**src/rtl/console_axis_pkg.sv**
```systemverilog
// Shared types for the console AXI-Stream packer and its word FIFO.
package console_axis_pkg;

  localparam int BYTE_W = 8;
  localparam int LANES  = 4;
  localparam int WORD_W = BYTE_W * LANES;
  localparam int LANE_W = $clog2(LANES);

  typedef struct packed {
    logic [WORD_W-1:0] data;
    logic [LANES-1:0]  keep;
    logic              last;
  } beat_t;

  typedef enum logic {
    ST_PACK       = 1'b0,
    ST_FLUSH_WAIT = 1'b1
  } pack_state_t;

endpackage

```
**src/rtl/axis_word_fifo.sv**
```systemverilog
// Synchronous FIFO of beat structs; the occupancy counter is the single
// source of full/empty, pointers wrap modulo DEPTH.
module axis_word_fifo
  import console_axis_pkg::*;
#(
  parameter  int DEPTH = 4,
  localparam int CNT_W = $clog2(DEPTH + 1),
  localparam int PTR_W = (DEPTH > 1) ? $clog2(DEPTH) : 1
) (
  input  logic             clk,
  input  logic             rst,
  input  logic             push,
  input  beat_t            push_beat,
  input  logic             pop,
  output beat_t            head,
  output logic             full,
  output logic             empty,
  output logic [CNT_W-1:0] count
);

  beat_t            mem_q [DEPTH];
  logic [PTR_W-1:0] wr_ptr_q, wr_ptr_d;
  logic [PTR_W-1:0] rd_ptr_q, rd_ptr_d;
  logic [CNT_W-1:0] count_q, count_d;
  logic             do_push, do_pop;

  function automatic logic [PTR_W-1:0] ptr_inc(input logic [PTR_W-1:0] p);
    return (p == PTR_W'(DEPTH - 1)) ? '0 : p + 1'b1;
  endfunction

  assign full    = (count_q == CNT_W'(DEPTH));
  assign empty   = (count_q == '0);
  assign count   = count_q;
  assign head    = mem_q[rd_ptr_q];
  assign do_pop  = pop && !empty;
  // A pop frees the slot this push lands in, so full plus pop is legal.
  assign do_push = push && (!full || do_pop);

  // NOTE: every always_comb output gets a default first so no latch is inferred.
  always_comb begin
    wr_ptr_d = wr_ptr_q;
    rd_ptr_d = rd_ptr_q;
    count_d  = count_q;
    if (do_push) wr_ptr_d = ptr_inc(wr_ptr_q);
    if (do_pop)  rd_ptr_d = ptr_inc(rd_ptr_q);
    if (do_push && !do_pop)      count_d = count_q + 1'b1;
    else if (do_pop && !do_push) count_d = count_q - 1'b1;
  end

  // NOTE: state registers use non-blocking assignments so all flops update together.
  always_ff @(posedge clk) begin
    if (rst) begin
      wr_ptr_q <= '0;
      rd_ptr_q <= '0;
      count_q  <= '0;
    end else begin
      wr_ptr_q <= wr_ptr_d;
      rd_ptr_q <= rd_ptr_d;
      count_q  <= count_d;
    end
  end

  // NOTE: storage is deliberately not reset; the occupancy count says what is valid.
  always_ff @(posedge clk) begin
    if (do_push) mem_q[wr_ptr_q] <= push_beat;
  end

endmodule

```
**src/rtl/console_axis_packer.sv**
```systemverilog
// Packs the console byte stream little-endian into 32-bit AXI-Stream words
// for the DMA S2MM channel, with an idle timeout that closes partial words.
module console_axis_packer
  import console_axis_pkg::*;
#(
  parameter  int OUT_DEPTH     = 4,
  parameter  int FLUSH_TIMEOUT = 1024,
  parameter  int CNT_W         = 16,
  localparam int PEND_W        = $clog2(OUT_DEPTH + 1)
) (
  input  logic              clk,
  input  logic              rst,
  output logic              s_tready,
  input  logic              s_tvalid,
  input  logic [7:0]        s_tdata,
  input  logic              s_tlast,
  output logic [31:0]       m_axis_tdata,
  output logic [3:0]        m_axis_tkeep,
  output logic              m_axis_tlast,
  output logic              m_axis_tvalid,
  input  logic              m_axis_tready,
  output logic [PEND_W-1:0] words_pending,
  output logic [CNT_W-1:0]  bytes_accepted,
  output logic              overflow
);

  localparam bit               FLUSH_EN   = (FLUSH_TIMEOUT != 0);
  localparam logic [CNT_W-1:0] FLUSH_LAST = CNT_W'((FLUSH_TIMEOUT > 0) ? FLUSH_TIMEOUT - 1 : 0);

  pack_state_t       state_q, state_d;
  logic [WORD_W-1:0] asm_data_q, asm_data_d;
  logic [LANES-1:0]  asm_keep_q, asm_keep_d;
  logic [LANE_W-1:0] lane_q, lane_d;
  logic [CNT_W-1:0]  timer_q, timer_d;
  logic [CNT_W-1:0]  bytes_q, bytes_d;
  logic              overflow_q, overflow_d;

  logic              fifo_push, fifo_full, fifo_empty;
  beat_t             push_beat, head;
  logic [PEND_W-1:0] fifo_count;
  logic              would_push, drop, accept, flush_due;
  logic [WORD_W-1:0] merged_data;
  logic [LANES-1:0]  merged_keep;

  axis_word_fifo #(.DEPTH(OUT_DEPTH)) u_fifo (
    .clk       (clk),
    .rst       (rst),
    .push      (fifo_push),
    .push_beat (push_beat),
    .pop       (m_axis_tready),
    .head      (head),
    .full      (fifo_full),
    .empty     (fifo_empty),
    .count     (fifo_count)
  );

  always_comb begin
    would_push = (lane_q == LANE_W'(LANES - 1)) || s_tlast;
    drop       = s_tvalid && would_push && fifo_full;
    accept     = s_tvalid && !drop;
    flush_due  = FLUSH_EN && (lane_q != '0) &&
                 ((state_q == ST_FLUSH_WAIT) || (timer_q == FLUSH_LAST));

    merged_data = asm_data_q;
    merged_data[lane_q * BYTE_W +: BYTE_W] = s_tdata;
    merged_keep = asm_keep_q;
    merged_keep[lane_q] = 1'b1;

    state_d    = state_q;
    asm_data_d = asm_data_q;
    asm_keep_d = asm_keep_q;
    lane_d     = lane_q;
    timer_d    = timer_q;
    bytes_d    = bytes_q;
    overflow_d = overflow_q;
    fifo_push  = 1'b0;
    push_beat  = '0;

    if (accept) begin
      // An accepted byte always cancels a pending or due flush.
      bytes_d = bytes_q + 1'b1;
      timer_d = '0;
      state_d = ST_PACK;
      if (would_push) begin
        fifo_push  = 1'b1;
        push_beat  = '{data: merged_data, keep: merged_keep, last: s_tlast};
        asm_data_d = '0;
        asm_keep_d = '0;
        lane_d     = '0;
      end else begin
        asm_data_d = merged_data;
        asm_keep_d = merged_keep;
        lane_d     = lane_q + 1'b1;
      end
    end else begin
      if (drop) overflow_d = 1'b1;
      if (flush_due) begin
        if (!fifo_full) begin
          fifo_push  = 1'b1;
          push_beat  = '{data: asm_data_q, keep: asm_keep_q, last: 1'b1};
          asm_data_d = '0;
          asm_keep_d = '0;
          lane_d     = '0;
          timer_d    = '0;
          state_d    = ST_PACK;
        end else begin
          state_d = ST_FLUSH_WAIT;
        end
      end else if (FLUSH_EN && (lane_q != '0)) begin
        timer_d = timer_q + 1'b1;
      end
    end
  end

  always_ff @(posedge clk) begin
    if (rst) begin
      state_q    <= ST_PACK;
      asm_data_q <= '0;
      asm_keep_q <= '0;
      lane_q     <= '0;
      timer_q    <= '0;
      bytes_q    <= '0;
      overflow_q <= 1'b0;
    end else begin
      state_q    <= state_d;
      asm_data_q <= asm_data_d;
      asm_keep_q <= asm_keep_d;
      lane_q     <= lane_d;
      timer_q    <= timer_d;
      bytes_q    <= bytes_d;
      overflow_q <= overflow_d;
    end
  end

  // Two free slots cover the byte already requested in the previous cycle.
  assign s_tready       = !rst && (fifo_count <= PEND_W'(OUT_DEPTH - 2));
  assign m_axis_tvalid  = !fifo_empty;
  assign m_axis_tdata   = fifo_empty ? '0 : head.data;
  assign m_axis_tkeep   = fifo_empty ? '0 : head.keep;
  assign m_axis_tlast   = !fifo_empty && head.last;
  assign words_pending  = fifo_count;
  assign bytes_accepted = bytes_q;
  assign overflow       = overflow_q;

endmodule

```
**config.mk**
```make
export PLATFORM = sky130hd
export DESIGN_NAME = console_axis_packer
export DESIGN_NICKNAME = d
export VERILOG_FILES = /design/src/rtl/console_axis_pkg.sv /design/src/rtl/axis_word_fifo.sv /design/src/rtl/console_axis_packer.sv
export SDC_FILE = /design/constraint.sdc
export NUM_CORES = 1
export LEC_CHECK = 0
export CAP_MARGIN = 10
export CORE_MARGIN = 1
export CORE_UTILIZATION = 50
export CTS_BUF_LIST = sky130_fd_sc_hd__clkbuf_16
export CTS_CLUSTER_DIAMETER = 40
export DETAILED_ROUTE_END_ITERATION = 16
export PLACE_DENSITY = 0.7
export REMOVE_ABC_BUFFERS = 1
export SYNTH_ARGS = -nofsm -noshare
export SYNTH_HDL_FRONTEND = slang
export SYNTH_SLANG_ARGS = --single-unit
export TNS_END_PERCENT = 20
```
**constraint.sdc**
```tcl
create_clock -name clk -period 6.35 [get_ports clk]
set_input_delay 0.9525 -clock clk [delete_from_list [all_inputs] [get_ports clk]]
set_output_delay 0.9525 -clock clk [all_outputs]
set_load 0.005 [all_outputs]
```
**Yosys cells after proc, flatten, opt, wreduce, memory -nomap -nowiden**

Memories as Yosys holds them, arrays and structs flattened. A register that Yosys moved wholly into a read port is not among the register bits.
Cells that the tools add are included.

- Register bits: 79
- Memory bits (writable): 148
- Word-level logic and storage cells: 99
- Memories: 1

Memories:

| name | depth | width | read ports | clocked after Yosys merged registers in | write ports | line | source |
|---|---|---|---|---|---|---|---|
| u_fifo.mem_q | 4 | 37 | 1 | 1 | 1 | axis_word_fifo.sv:21 | `beat_t mem_q [DEPTH];` |

- Add/sub/neg operators: 8
- Magnitude comparators: 3
- Equal/unequal tests: 7
- Shifts and indexed selects: 2
- Multiplexer cells: 37
- Bitwise gates (word level): 2
- Reductions and logical operators: 29

Operators with widths:

| operator | number |
|---|---|
| $mux W32 | 5 |
| $mux W37 | 4 |
| $mux W16 | 3 |
| $neg A5 Y34 | 1 |
| $shift A8 B34 Y32 const A | 1 |
| $shiftx A8 B34 Y32 | 1 |
| $add A16 B1 Y16 const B | 2 |
| $bwmux W32 | 1 |
| $mux W4 | 5 |
| $eq A16 B10 Y1 const B | 1 |
| $mux W2 | 8 |
| $logic_and A1 B1 Y1 | 11 |
| $mux W1 | 8 |
| $reduce_bool A2 Y1 | 4 |
| $add A2 B1 Y2 const B | 3 |
| $eq A2 B2 Y1 const B | 3 |
| $logic_not A1 Y1 | 6 |
| $mux W3 | 2 |
| $reduce_and A2 Y1 | 3 |
| $or A4 B4 Y4 | 1 |
| $add A3 B1 Y3 const B | 1 |
| $eq A3 B3 Y1 const B | 1 |
| $le A3 B2 Y1 const B | 1 |
| $logic_not A3 Y1 | 1 |
| 9 further kinds | 11 |

**Logic depth before layout (Yosys ltp)**

- Depth after elaboration: 12
- Depth in mapped cells: 13

**Cells and area by module**

A second synthesis with hierarchy kept.

- Cell total of the unflattened synthesis: 679
- Area, all modules: 9754.4 sq um

By module, submodules not included:

| module | instances | cells each | area each (sq um) | seq. area each (sq um) |
|---|---|---|---|---|
| axis_word_fifo | 1 | 240 | 5808.1 | 4624.4 |
| console_axis_packer | 1 | 439 | 3946.3 | 1441.4 |

**Worst setup path before layout**

OpenSTA, ideal clock, no wires.

- Path kind: in2reg
- Start point: input port s_tvalid
- End point: memory u_fifo.mem_q[0][0] (netlist bit) (enable)
- Setup time: 0.398 ns
- Arrival: 2.888 ns
- Data required time: 5.952 ns
- Path slack: 3.064 ns
- Stages on the path: 6
- Path through: clkbuf_1 or3_1 nor2_1 nor2_1 inv_2 and2_1

- Word-level cells in the longest chain between the ends: 8

Ends and longest elaborated chain:

| item | line | source |
|---|---|---|
| from (decl) | console_axis_packer.sv:14 | `input logic s_tvalid,` |
| $logic_and A1 B1 Y1 (2 in a row) | console_axis_packer.sv:59 | `drop = s_tvalid && would_push && fifo_full;` |
| $logic_not A1 Y1 | console_axis_packer.sv:60 | `accept = s_tvalid && !drop;` |
| $logic_and A1 B1 Y1 (*) | console_axis_packer.sv:60 |  |
| $mux W1 (*) | console_axis_packer.sv:79 | `if (accept) begin` |
| $logic_and A1 B1 Y1 (*) | axis_word_fifo.sv:37 | `assign do_push = push && (!full \|\| do_pop);` |
| net u_fifo.do_push | axis_word_fifo.sv:25 | `logic do_push, do_pop;` |
| $mux W1 (*) | axis_word_fifo.sv:65 | `if (do_push) mem_q[wr_ptr_q] <= push_beat;` |
| $mux W1 (not written as such) (*) | axis_word_fifo.sv:65 |  |
| to (decl) | axis_word_fifo.sv:21 |  |

The timed path passes the listed nets; every way through them passes the cells marked *.

==> metrics <==
Synth Instances=660; CP max stage cell=dfxtp_1; CTS Buf Count=28; Die Width=about 140 um; ANT nets after route=0; final setup skew=approximately 0.026 ns; Avg Inst Size Synth=between 10 and 15 um^2; worst hold slack=~0.47 ns; area delta synth->final=20.81%; Critical R2R Launch=lane_q[0]; CP Max Fanout=20; Setup TNS Final=0 ns; P per Cell Area=362.0 mW/mm^2; Placer Congestion=about 0.83; Initial Util=50.98%; Worst-Margin Slew=1.147 ns; Static Leak=just under 0.004 uW; crit path cell chain=buf_4 > mux4_2 > and2_1 > clkdlybuf4s50_1; cell area after synthesis=between 0.009 and 0.01 mm^2; CTS tree=built; met2 GRT Util=a little under two fifths; post-DR vias/cell=between 5 and 6; period utilisation layout=a little under two thirds; status=complete, no violations; initial antenna violation count=0; largest net degree at the start of global routing=41; Synth cell types=60; # diodes=0; Main synth FF type=edfxtp_1; routed len/inst=about 20 um; Hold WC Path Type=reg2reg; fraction of layout cells with a size suffix above 1=roughly 14%; Setup Buffers After CTS=0; final worst setup slack=2.322 ns; max-slew violation count=0; Slew headroom=a little under a quarter; fmax=between 0.2 and 0.25 GHz; row cnt=50; R2R Setup Slk=about 3 ns; Nets=approximately 770; CTS HTree Levels=1; minimum clock period=approximately 4.0 ns; Sink Count=approximately 230; Peak VDD IR=roughly 0.22 mV; sequential-to-total area share from yosys stat=about 64%; max incr delay on CP=between 1 and 1.5 ns; Critical path destination=m_axis_tlast; clock slew at reported path FFs=about 0.060 ns; RSZ-0062 raised after global routing=no; required time of the critical path=between 5 and 6 ns; vias in the first global route=between 6,000 and 7,000; post-DP HPWL=around 12,000 um; met1 Usage GRT=between 20% and 30%; worst reg2reg path endpoint=u_fifo.count[2]; Worst R2R Path Depth=12; routed wire length=19,990 um; CP Launch Type=flop; GRT Total Usage=about a fifth; CP endpoint kind=primary output; via count=5,923; DRT Pass-1 Iters=5; Post-synth EDFFs=about 150; Post-synth ARST share=0%; drt initial violations=between 300 and 400; crit path DAT=roughly 3.1 ns; pre-CTS WS=between 2 and 2.5 ns; Most Crowded Layer GR=met2; clk_lat worst skew=approximately 0.54 ns; Final Hold Vio Count=0; Crit Path Category=reg2out; synthesis warning total=0; cts hold-fix bufs=0; Die Y=around 140 um; Clock Tree Root=clkbuf_16; flops & latches, synth=approximately 230; post-cts resize count=0; endpoints failing setup=0; aggregate global routing overflow=0; first-pass GRT wire length=between 30,000 and 40,000 um; clock buffer depth=3; MaxCap Viol Count=0; port bufs=between 70 and 80; DRC errors left=0; met3 usage=between 3 and 4%; core area=between 0.015 and 0.02 mm^2; IO Count=between 70 and 80; die footprint=a little under 0.02 mm^2
==> critical path: cells and delay by family, from the launching register on <==
| kind | cells | cell delay, ns |
|---|---|---|
| DFF | 1 | 1.07 |
| buffers and inverters | 2 | 0.93 |
| muxes | 1 | 0.37 |
| and+or+nand+nor | 1 | 0.18 |
==> cells in the final DEF (no fill, tap or decap), types with 9 or more instances in the layout <==
| master | count |
|---|---|
| nor3_1 | 11 |
| xor2_1 | 14 |
| dfxtp_1 | 80 |
| a22o_1 | 64 |
| ha_1 | 16 |
| nand3_1 | 19 |
| nand2_1 | 22 |
| clkbuf_16 | 28 |
| buf_4 | 9 |
| clkdlybuf4s50_1 | 71 |
| nand4_1 | 12 |
| and2_1 | 41 |
| edfxtp_1 | 148 |
| nor2_1 | 55 |
| a21oi_1 | 22 |
| mux4_2 | 37 |
| inv_1 | 15 |
==> kinds of logic (layout without fill, tap and decap cells) <==
logic type,count (synthesis),in the layout,share of synthesized area (%)
buffers and inverters,40,143,1.764
adders and majority gates,17,17,2.317
muxes,40,40,9.084
xor gates and xnor gates,17,17,1.567
DFF,229,229,63.82
and+or+nand+nor,197,197,11.31
AOI/OAI and AO/OA,120,120,10.14
==> power by group <==
group	internal (uW)	switching, uW
logic	416	308
clock network	1130	603
registers	1640	65.8
total	3180	977
==> cells in the mapped netlist (3+ instances only) <==
| master | n | area [um^2] |
|---|---|---|
| a21oi_1 | 22 | 110.1 |
| a22o_1 | 64 | 560.5 |
| and2_1 | 41 | 256.5 |
| and3_1 | 3 | 18.77 |
| buf_1 | 8 | 30.03 |
| buf_2 | 8 | 40.04 |
| clkbuf_1 | 12 | 45.04 |
| dfxtp_1 | 81 | 1622 |
| edfxtp_1 | 148 | 4444 |
| ha_1 | 16 | 200.2 |
| inv_1 | 9 | 33.78 |
| mux2i_1 | 3 | 30.03 |
| mux4_2 | 37 | 833.3 |
| nand2_1 | 22 | 82.58 |
| nand3_1 | 19 | 95.09 |
| nand4_1 | 12 | 75.07 |
| nor2_1 | 55 | 206.5 |
| nor3_1 | 11 | 55.05 |
| nor3b_1 | 4 | 30.03 |
| nor4_1 | 3 | 18.77 |
| o21a_1 | 3 | 22.52 |
| o21ai_0 | 4 | 20.02 |
| o21ai_2 | 4 | 35.03 |
| o22ai_1 | 5 | 31.28 |
| o31ai_1 | 4 | 30.03 |
| or3_1 | 6 | 37.54 |
| xnor2_1 | 3 | 26.28 |
| xor2_1 | 14 | 122.6 |
==> stage by stage <==
stage | std cells | power, uW | area [um^2] | util [%]
after CTS | 997 | 4197 | 11480 | 61.59
final | 997 | 4157 | 11480 | 61.59
after detailed placement | 945 | 2474 | 10450 | 56.05
after floorplan | 631 | 2104 | 9378 | -
after global routing | 997 | 4304 | 11480 | 61.59
after global placement | 945 | 2457 | 10450 | 56.05
==> state kept, by name, summed over array words and instances, names as in the netlist, named ones only <==
signal	cells
bytes_accepted	16
overflow	1
lane_q	2
timer_q	16
u_fifo.mem_q	148
asm_data_q	32
state_q	1
u_fifo.rd_ptr_q	2
u_fifo.count	3
u_fifo.wr_ptr_q	2
asm_keep_q	4
==> per-layer routing <==
layer  routed length, um  share of wire [%]
met5                   0                  0
met4                 363                1.8
met3                1159                5.8
met2               10030                 50
met1                8437                 42
==> how the worst min path moves through the flow <==
| stage | startpoint | end | slack [ns] | cells past startpoint |
|---|---|---|---|---|
| after floorplan | asm_keep_q[0] | asm_keep_q[0] | 0.44 | 2 |
| after global placement | overflow | overflow | 0.45 | 1 |
| after detailed placement | asm_data_q[9] | asm_data_q[9] | 0.46 | 1 |
| after CTS | asm_data_q[24] | asm_data_q[24] | 0.48 | 1 |
| after global routing | asm_keep_q[3] | asm_keep_q[3] | 0.50 | 1 |
| final | asm_data_q[4] | asm_data_q[4] | 0.47 | 1 |
==> layout make-up <==
| cell class | instances | area (um^2) |
|---|---|---|
| multi-input cells | 391 | 3271 |
| inverters | 11 | 41.29 |
| well taps | 234 | 292.8 |
| clock buffers | 28 | 700.7 |
| fillers | 1401 | 7161 |
| repair buffers | 80 | 778.2 |
| flip-flops and latches | 229 | 6067 |
| clock inverters | 24 | 331.6 |
Note: power is estimated with default switching activity, not from simulation.
